==> src/rtl/fetch_unit_pkg.sv <==
// fetch_unit_pkg: shared definitions for the instruction fetch sequencer.
// Holds the fetch FSM state encoding, the bit positions of every
// instruction field, and the default PC / instruction-memory address width.
package fetch_unit_pkg;

  localparam int PC_W_DEF = 12;

  typedef enum logic [2:0] {
    ST_IDLE  = 3'd0,
    ST_ISSUE = 3'd1,
    ST_WAIT  = 3'd2,
    ST_DRAIN = 3'd3,
    ST_FULL  = 3'd4
  } fetch_state_e;

  // Instruction field bit positions (inclusive hi/lo).
  localparam int OPC_HI   = 31;
  localparam int OPC_LO   = 27;
  localparam int RD_HI    = 26;
  localparam int RD_LO    = 22;
  localparam int RS_HI    = 21;
  localparam int RS_LO    = 17;
  localparam int RT_HI    = 16;
  localparam int RT_LO    = 12;
  localparam int SHAMT_HI = 11;
  localparam int SHAMT_LO = 7;
  localparam int ALUOP_HI = 6;
  localparam int ALUOP_LO = 2;
  localparam int IMM_HI   = 16;
  localparam int IMM_LO   = 0;

endpackage

==> src/rtl/fetch_unit_if.sv <==
// fetch_unit_if: bundles the instruction-memory req/ack bus and the
// instruction valid/ready output bus of the fetch unit.
//   master : fetch unit side (drives imem_req/imem_addr and instruction outputs)
//   slave  : memory + decoder side (drives imem_ack/imem_rdata and insn_ready)
// Signals:
//   imem_req, imem_addr[PC_W], imem_ack, imem_rdata[32]
//   insn_valid, insn_ready, insn[32], insn_pc[PC_W]
//   opcode, rd, rs, rt, shamt, ALUop [5 each], imm[17]
interface fetch_unit_if
  import fetch_unit_pkg::*;
  #(parameter int PC_W = PC_W_DEF);

  logic            imem_req;
  logic [PC_W-1:0] imem_addr;
  logic            imem_ack;
  logic [31:0]     imem_rdata;

  logic            insn_valid;
  logic            insn_ready;
  logic [31:0]     insn;
  logic [PC_W-1:0] insn_pc;
  logic [4:0]      opcode;
  logic [4:0]      rd;
  logic [4:0]      rs;
  logic [4:0]      rt;
  logic [4:0]      shamt;
  logic [4:0]      ALUop;
  logic [16:0]     imm;

  modport master (
    output imem_req, imem_addr,
    input  imem_ack, imem_rdata,
    output insn_valid, insn, insn_pc,
    output opcode, rd, rs, rt, shamt, ALUop, imm,
    input  insn_ready
  );

  modport slave (
    input  imem_req, imem_addr,
    output imem_ack, imem_rdata,
    input  insn_valid, insn, insn_pc,
    input  opcode, rd, rs, rt, shamt, ALUop, imm,
    output insn_ready
  );

endinterface

==> src/rtl/fetch_unit_insn_fields.sv <==
// fetch_unit_insn_fields: combinational splitter from a 32-bit instruction
// word to its decoder fields. Reusable wherever the field layout is needed.
// Ports:
//   insn_i     in  32  instruction word
//   opcode_o .. alu_op_o  out 5 each, imm_o out 17
module fetch_unit_insn_fields
  import fetch_unit_pkg::*;
(
  input  logic [31:0] insn_i,
  output logic [4:0]  opcode_o,
  output logic [4:0]  rd_o,
  output logic [4:0]  rs_o,
  output logic [4:0]  rt_o,
  output logic [4:0]  shamt_o,
  output logic [4:0]  alu_op_o,
  output logic [16:0] imm_o
);

  assign opcode_o = insn_i[OPC_HI:OPC_LO];
  assign rd_o     = insn_i[RD_HI:RD_LO];
  assign rs_o     = insn_i[RS_HI:RS_LO];
  assign rt_o     = insn_i[RT_HI:RT_LO];
  assign shamt_o  = insn_i[SHAMT_HI:SHAMT_LO];
  assign alu_op_o = insn_i[ALUOP_HI:ALUOP_LO];
  assign imm_o    = insn_i[IMM_HI:IMM_LO];

endmodule

==> src/rtl/fetch_unit.sv <==
// fetch_unit: instruction fetch sequencer. Holds the PC, fetches one word at a
// time from instruction memory (req/ack, arbitrary wait states), presents it
// with pre-split fields on a valid/ready bus and takes branch/jump redirects,
// discarding any wrong-path fetch still in flight.
// Ports:
//   clock, reset        single clock, synchronous active-high reset
//   bus (master)        imem req/ack bus and instruction valid/ready bus
//   redirect_en/_pc     taken branch/jump and its target
//   deliver_cnt[CNT_W]  completed transfers, wraps
module fetch_unit
  import fetch_unit_pkg::*;
#(
  parameter int PC_W  = PC_W_DEF,
  parameter int CNT_W = 16
) (
  input  logic             clock,
  input  logic             reset,
  fetch_unit_if.master     bus,
  input  logic             redirect_en,
  input  logic [PC_W-1:0]  redirect_pc,
  output logic [CNT_W-1:0] deliver_cnt
);

  fetch_state_e     state_q, state_d;
  logic [PC_W-1:0]  pc_q, pc_d;
  logic [31:0]      insn_q, insn_d;
  logic [PC_W-1:0]  insn_pc_q, insn_pc_d;
  logic             valid_q, valid_d;
  logic [CNT_W-1:0] cnt_q, cnt_d;
  logic             transfer_s;

  logic [4:0]  opcode_s, rd_s, rs_s, rt_s, shamt_s, alu_op_s;
  logic [16:0] imm_s;

  assign transfer_s = valid_q & bus.insn_ready & ~redirect_en;

  // Next-state and datapath update for the fetch FSM.
  always_comb begin
    state_d   = state_q;
    pc_d      = pc_q;
    insn_d    = insn_q;
    insn_pc_d = insn_pc_q;
    valid_d   = valid_q;
    cnt_d     = cnt_q;
    case (state_q)
      ST_IDLE: begin
        if (redirect_en) begin
          pc_d = redirect_pc;
        end else begin
          pc_d = pc_q;
        end
        state_d = ST_ISSUE;
      end
      ST_ISSUE: begin
        // The strobe already left this cycle; a redirect must drain its ack.
        if (redirect_en) begin
          pc_d    = redirect_pc;
          state_d = ST_DRAIN;
        end else begin
          state_d = ST_WAIT;
        end
      end
      ST_WAIT: begin
        if (redirect_en) begin
          pc_d    = redirect_pc;
          state_d = bus.imem_ack ? ST_ISSUE : ST_DRAIN;
        end else if (bus.imem_ack) begin
          insn_d    = bus.imem_rdata;
          insn_pc_d = pc_q;
          valid_d   = 1'b1;
          pc_d      = pc_q + {{(PC_W-1){1'b0}}, 1'b1};
          state_d   = ST_FULL;
        end else begin
          state_d = ST_WAIT;
        end
      end
      ST_DRAIN: begin
        // Last redirect wins; an ack always retires the outstanding request
        // so the FSM cannot wait for an ack that will never come.
        if (redirect_en) begin
          pc_d = redirect_pc;
        end else begin
          pc_d = pc_q;
        end
        state_d = bus.imem_ack ? ST_ISSUE : ST_DRAIN;
      end
      ST_FULL: begin
        if (redirect_en) begin
          pc_d    = redirect_pc;
          valid_d = 1'b0;
          state_d = ST_ISSUE;
        end else if (transfer_s) begin
          valid_d = 1'b0;
          cnt_d   = cnt_q + {{(CNT_W-1){1'b0}}, 1'b1};
          state_d = ST_ISSUE;
        end else begin
          state_d = ST_FULL;
        end
      end
      default: begin
        state_d = ST_IDLE;
        valid_d = 1'b0;
      end
    endcase
  end

  // State, PC, instruction and counter registers with synchronous reset.
  always_ff @(posedge clock) begin
    if (reset) begin
      state_q   <= ST_IDLE;
      pc_q      <= '0;
      insn_q    <= 32'h0000_0000;
      insn_pc_q <= '0;
      valid_q   <= 1'b0;
      cnt_q     <= '0;
    end else begin
      state_q   <= state_d;
      pc_q      <= pc_d;
      insn_q    <= insn_d;
      insn_pc_q <= insn_pc_d;
      valid_q   <= valid_d;
      cnt_q     <= cnt_d;
    end
  end

  fetch_unit_insn_fields u_fields (
    .insn_i   (insn_q),
    .opcode_o (opcode_s),
    .rd_o     (rd_s),
    .rs_o     (rs_s),
    .rt_o     (rt_s),
    .shamt_o  (shamt_s),
    .alu_op_o (alu_op_s),
    .imm_o    (imm_s)
  );

  // Request and address come straight from registered state.
  assign bus.imem_req   = (state_q == ST_ISSUE);
  assign bus.imem_addr  = pc_q;
  assign bus.insn_valid = valid_q;
  assign bus.insn       = insn_q;
  assign bus.insn_pc    = insn_pc_q;
  assign bus.opcode     = opcode_s;
  assign bus.rd         = rd_s;
  assign bus.rs         = rs_s;
  assign bus.rt         = rt_s;
  assign bus.shamt      = shamt_s;
  assign bus.ALUop      = alu_op_s;
  assign bus.imm        = imm_s;
  assign deliver_cnt    = cnt_q;

endmodule
==> src/flat_wrapper.sv <==
// flat-port wrapper written by rule: the top's interface ports become plain ports
module fetch_unit_flat import fetch_unit_pkg::*;
#(
  parameter int PC_W  = PC_W_DEF,
  parameter int CNT_W = 16
)
  (clock, reset, redirect_en, redirect_pc, deliver_cnt, bus_imem_req, bus_imem_addr, bus_imem_ack, bus_imem_rdata, bus_insn_valid, bus_insn, bus_insn_pc, bus_opcode, bus_rd, bus_rs, bus_rt, bus_shamt, bus_ALUop, bus_imm, bus_insn_ready);
  fetch_unit_if #(.PC_W(PC_W)) bus_i ();
  input  logic clock;
  input  logic reset;
  input  logic redirect_en;
  input  logic [PC_W-1:0] redirect_pc;
  output logic [CNT_W-1:0] deliver_cnt;
  output wire logic [$bits(bus_i.imem_req)-1:0] bus_imem_req;
  output wire logic [$bits(bus_i.imem_addr)-1:0] bus_imem_addr;
  input wire logic [$bits(bus_i.imem_ack)-1:0] bus_imem_ack;
  input wire logic [$bits(bus_i.imem_rdata)-1:0] bus_imem_rdata;
  output wire logic [$bits(bus_i.insn_valid)-1:0] bus_insn_valid;
  output wire logic [$bits(bus_i.insn)-1:0] bus_insn;
  output wire logic [$bits(bus_i.insn_pc)-1:0] bus_insn_pc;
  output wire logic [$bits(bus_i.opcode)-1:0] bus_opcode;
  output wire logic [$bits(bus_i.rd)-1:0] bus_rd;
  output wire logic [$bits(bus_i.rs)-1:0] bus_rs;
  output wire logic [$bits(bus_i.rt)-1:0] bus_rt;
  output wire logic [$bits(bus_i.shamt)-1:0] bus_shamt;
  output wire logic [$bits(bus_i.ALUop)-1:0] bus_ALUop;
  output wire logic [$bits(bus_i.imm)-1:0] bus_imm;
  input wire logic [$bits(bus_i.insn_ready)-1:0] bus_insn_ready;
  assign bus_imem_req = bus_i.imem_req;
  assign bus_imem_addr = bus_i.imem_addr;
  assign bus_i.imem_ack = bus_imem_ack;
  assign bus_i.imem_rdata = bus_imem_rdata;
  assign bus_insn_valid = bus_i.insn_valid;
  assign bus_insn = bus_i.insn;
  assign bus_insn_pc = bus_i.insn_pc;
  assign bus_opcode = bus_i.opcode;
  assign bus_rd = bus_i.rd;
  assign bus_rs = bus_i.rs;
  assign bus_rt = bus_i.rt;
  assign bus_shamt = bus_i.shamt;
  assign bus_ALUop = bus_i.ALUop;
  assign bus_imm = bus_i.imm;
  assign bus_i.insn_ready = bus_insn_ready;
  fetch_unit #(.PC_W(PC_W), .CNT_W(CNT_W)) u_core (.clock(clock), .reset(reset), .bus(bus_i), .redirect_en(redirect_en), .redirect_pc(redirect_pc), .deliver_cnt(deliver_cnt));
endmodule
==> config.mk <==
export PLATFORM = sky130hd
export DESIGN_NAME = fetch_unit_flat
export DESIGN_NICKNAME = d
export VERILOG_FILES = /design/src/rtl/fetch_unit_pkg.sv /design/src/rtl/fetch_unit_if.sv /design/src/rtl/fetch_unit_insn_fields.sv /design/src/rtl/fetch_unit.sv /design/src/flat_wrapper.sv
export SDC_FILE = /design/constraint.sdc
export NUM_CORES = 1
export LEC_CHECK = 0
export ABC_AREA = 0
export CORE_MARGIN = 2
export CORE_UTILIZATION = 30
export CTS_CLUSTER_SIZE = 25
export DETAILED_ROUTE_END_ITERATION = 10
export PLACE_DENSITY = 0.67
export SLEW_MARGIN = 20
export SYNTH_ARGS = -nofsm -noshare
export SYNTH_HDL_FRONTEND = slang
export SYNTH_SLANG_ARGS = --single-unit
==> constraint.sdc <==
create_clock -name clock -period 1.9 [get_ports clock]
set_input_delay 0.38 -clock clock [delete_from_list [all_inputs] [get_ports clock]]
set_output_delay 0.38 -clock clock [all_outputs]
set_load 0.03 [all_outputs]
==> flow_metrics.py <==
metrics = {
    "cts": {
        "cts_tree": "yes",
        "cts_buffers": 9,
        "clk_pin_slew_ns": 0.06,
        "clk_latency_ns": 0.33,
        "cts_buffer_depth": 2,
        "cts_root_buf": "clkbuf_16",
        "htree_levels": 3,
        "cts_hold_buf": 0,
        "cts_sinks": 76,
    },
    "sta": {
        "max_slew.worst_pin.slew_ns": 0.5029,
        "hold_violations": 0,
        "fin_crit_ns": 1.868,
        "drv_slew": 0,
        "fin_crit_sh": 0.9833,
        "rsz0062_at_grt": "no",
        "holdWs_ns": 0.4536,
        "clock_skew_ns": 0.009177,
        "setup-tns-final_ns": 0,
        "fmax_ghz": 0.5352,
        "layout_setup_ws_ns": 0.03171,
        "setup_viol": 0,
        "relSlewSlack": 0.6648,
    },
    "global_routing": {
        "grt.overflow.total": 0,
        "grt_pass1_wl_um": 16930,
        "grt_usage": 0.1579,
        "antenna_found_initial": 0,
        "grt_pass1_vias": 3478,
        "grtUsageMet3": 0.03585,
        "grt.met1_usage": 0.1941,
        "grt_max_degree": 41,
        "met2_usage": 0.2690,
        "gr-max-usage-layer": "met2",
    },
    "logic_synthesis": {
        "ys_seq_area_frac": 0.4098,
        "synthTopCellsByArea": "dfxtp_1 41%, nand2_1 10%, buf_4 9.9%, a21oi_1 7.5%, o32ai_1 2.4%",
        "synth_cell_type_count": 46,
        "ys.flop_type": "dfxtp_1",
        "synthAdderAreaFrac": 0.006741,
        "synth_compound_area_frac": 0.1800,
        "yosys-top-cells-count": "101 x nand2_1, 76 x dfxtp_1, 56 x a21oi_1, 49 x buf_4, 19 x clkbuf_1",
        "synthMuxAreaShare": 0.01786,
        "avgSynthCellArea_um2": 8.053,
        "synth-async-reset-ratio": 0,
        "synth_edf_count": 0,
        "synth_top_family_by_area": "simple AND/OR/NAND/NOR gates",
        "synthesis.area_mm2": 0.003712,
        "synth_top_area_cell": "dfxtp_1",
        "syn_inst": 461,
        "synth_top_area_frac": 0.4098,
        "ys_ff_latch": 76,
        "synthXorXnorAreaFrac": 0.007078,
        "synth-simple-area-share": 0.2329,
        "syn-num-nets": 512,
        "yosysMostFrequentCell": "nand2_1",
        "synth_warnings": 0,
    },
    "routing": {
        "first_pass_iters": 4,
        "drc": 0,
        "drtAntennaViolNets": 0,
        "vias_per_cell": 4.852,
        "drt-initial-drc-count": 209,
        "wl_um": 10670,
        "wl_per_cell_um": 13.88,
        "vias": 3731,
    },
    "worst_setup_path": {
        "critPathLaunchType": "flip-flop",
        "crit_buf_inv": 1,
        "crit_family": "buffers and inverters",
        "end_kind": "primary output",
        "critical_path_class": "flip-flop to primary output",
        "cp.arrival_ns": 1.49,
        "path_max_fanout": 4,
        "cp.required_ns": 1.52,
        "worstPathCellList": "clkdlybuf4s50_1",
        "crit_path_max_incr_delay_ns": 0.72,
        "crit_slowest_cell": "clkdlybuf4s50_1",
    },
    "layout": {
        "instances_no_fill": 769,
        "layout-drive-gt1-share": 0.09318,
        "final_nets": 648,
        "postLayoutCoreUtil": 0.4748,
        "fin_area_mm2": 0.005727,
        "area_delta_synth_final_pct": 54.26,
        "diodes": 0,
    },
    "placement": {
        "place.gp.congestion": 0.8261,
        "placed_cell_area_mm2": 0.005376,
        "dp_hpwl_um": 8025,
        "pre_cts_ws_ns": -0.2683,
        "portBuffers": 169,
        "dp.cells": 753,
    },
    "power": {
        "comb_power_share": 0.124,
        "swShare": 0.2309,
        "p_switching_uw": 926.0,
        "p_total_mw": 4.011,
        "p_int_mw": 3.085,
        "p_per_area_mw_per_mm2": 700.4,
        "leakage_nw": 2.077,
        "power_frac_clock": 0.461,
        "seq_power_share": 0.415,
        "ir_drop_mv": 0.3399,
    },
    "floorplan": {
        "io_pins": 170,
        "core_area_mm2": 0.01206,
        "die_w_um": 115.2,
        "die_h_um": 115.2,
        "dieArea_mm2": 0.01328,
        "rows": 40,
        "initial_core_util": 0.3078,
    },
    "status": {
        "status": "completed",
    },
    "run": {
        "cap_violations": 0,
    },
    "hold_path": {
        "hp-class": "flip-flop to flip-flop",
    },
}
-- cell families (layout without fill, tap and decap cells) --
logic type               count (synthesis)  in the layout
buffers and inverters                   89            229
multiplexers                             6              6
AO/OA/AOI/OAI                          109            109
adder cells (fa/ha/maj)                  2              2
flip-flops                              76             76
AND/OR/NAND/NOR                        176            176
XOR/XNOR                                 3              3
-- power by group through the flow --
stage               registers [mW]  clock network [mW]  logic [mW]
CTS                           1.66                1.90       0.499
finish                        1.67                1.85       0.498
floorplan                     1.75                   0       0.195
global route                  1.67                1.98       0.534
global placement              1.70                   0       0.489
detailed placement            1.70                   0       0.496
-- layer usage --
layer	wire length (um)	vias to the layer above
met2	5039	157
met5	0	-
met1	4633	1730
met3	774	20
li1	-	1824
met4	225	0
-- registers in the layout, summed over array words and instances (netlist names) --
register and count:
u_core.deliver_cnt 16, u_core.bus.insn_pc 12, u_core.state_q 3, u_core.bus.insn 32
u_core.bus.insn_valid 1, u_core.bus.imem_addr 12
-- path summary, 6_finish.rpt --
kind                         start                     to  slack [ns]  cells past startpoint
max          u_core.deliver_cnt[2]         deliver_cnt[2]        0.03                      1
min          u_core.bus.insn_pc[4]  u_core.bus.insn_pc[4]        0.45                      2
max reg2reg      u_core.state_q[1]    u_core.bus.insn[23]        0.14                      6
min reg2reg  u_core.bus.insn_pc[4]  u_core.bus.insn_pc[4]        0.45                      2
-- worst reg2reg max path, stage by stage (launching register included) --
cell,delay (ns)
dfxtp_1,0.41
buf_4,0.19
nand3b_4,0.08
or4_1,0.50
buf_4,0.25
nand2_1,0.13
a21oi_1,0.07
-- cell usage in the layout (no fill, tap or decap), types with 2 or more instances in the layout --
cell type / count
a211oi_1: 2
a21o_1: 2
a21oi_1: 56
a221oi_1: 2
a22oi_1: 9
and2_1: 3
and3_1: 2
and4_1: 4
buf_12: 2
buf_4: 32
bufinv_16: 2
clkbuf_16: 9
clkbuf_8: 2
clkdlybuf4s50_1: 160
dfxtp_1: 76
dlymetal6s2s_1: 7
ha_1: 2
inv_1: 12
mux2_1: 5
nand2_1: 101
nand2b_1: 4
nand3_1: 8
nand4_1: 8
nor2_1: 16
nor2b_1: 5
nor3_1: 6
nor4_1: 3
o21ai_0: 14
o31a_1: 7
o31ai_1: 2
o32ai_1: 10
or3_1: 5
or4_1: 3
xor2_1: 3
-- final cells by class --
cell class	instances	area, um^2
well taps	168	210.2
flip-flops and latches	76	1521
inverters	12	45.04
multi-input cells	296	1650
clock inverters	4	72.57
repair buffers	202	1974
clock buffers	11	252.7
fillers	1150	6335
-- timing repair --
item                                    4_1_cts  5_1_grt
endpoints found under the setup margin        0        9
gates resized for setup                       0        8
setup buffers                                 0        1
Power figures use the tool's default switching activity.
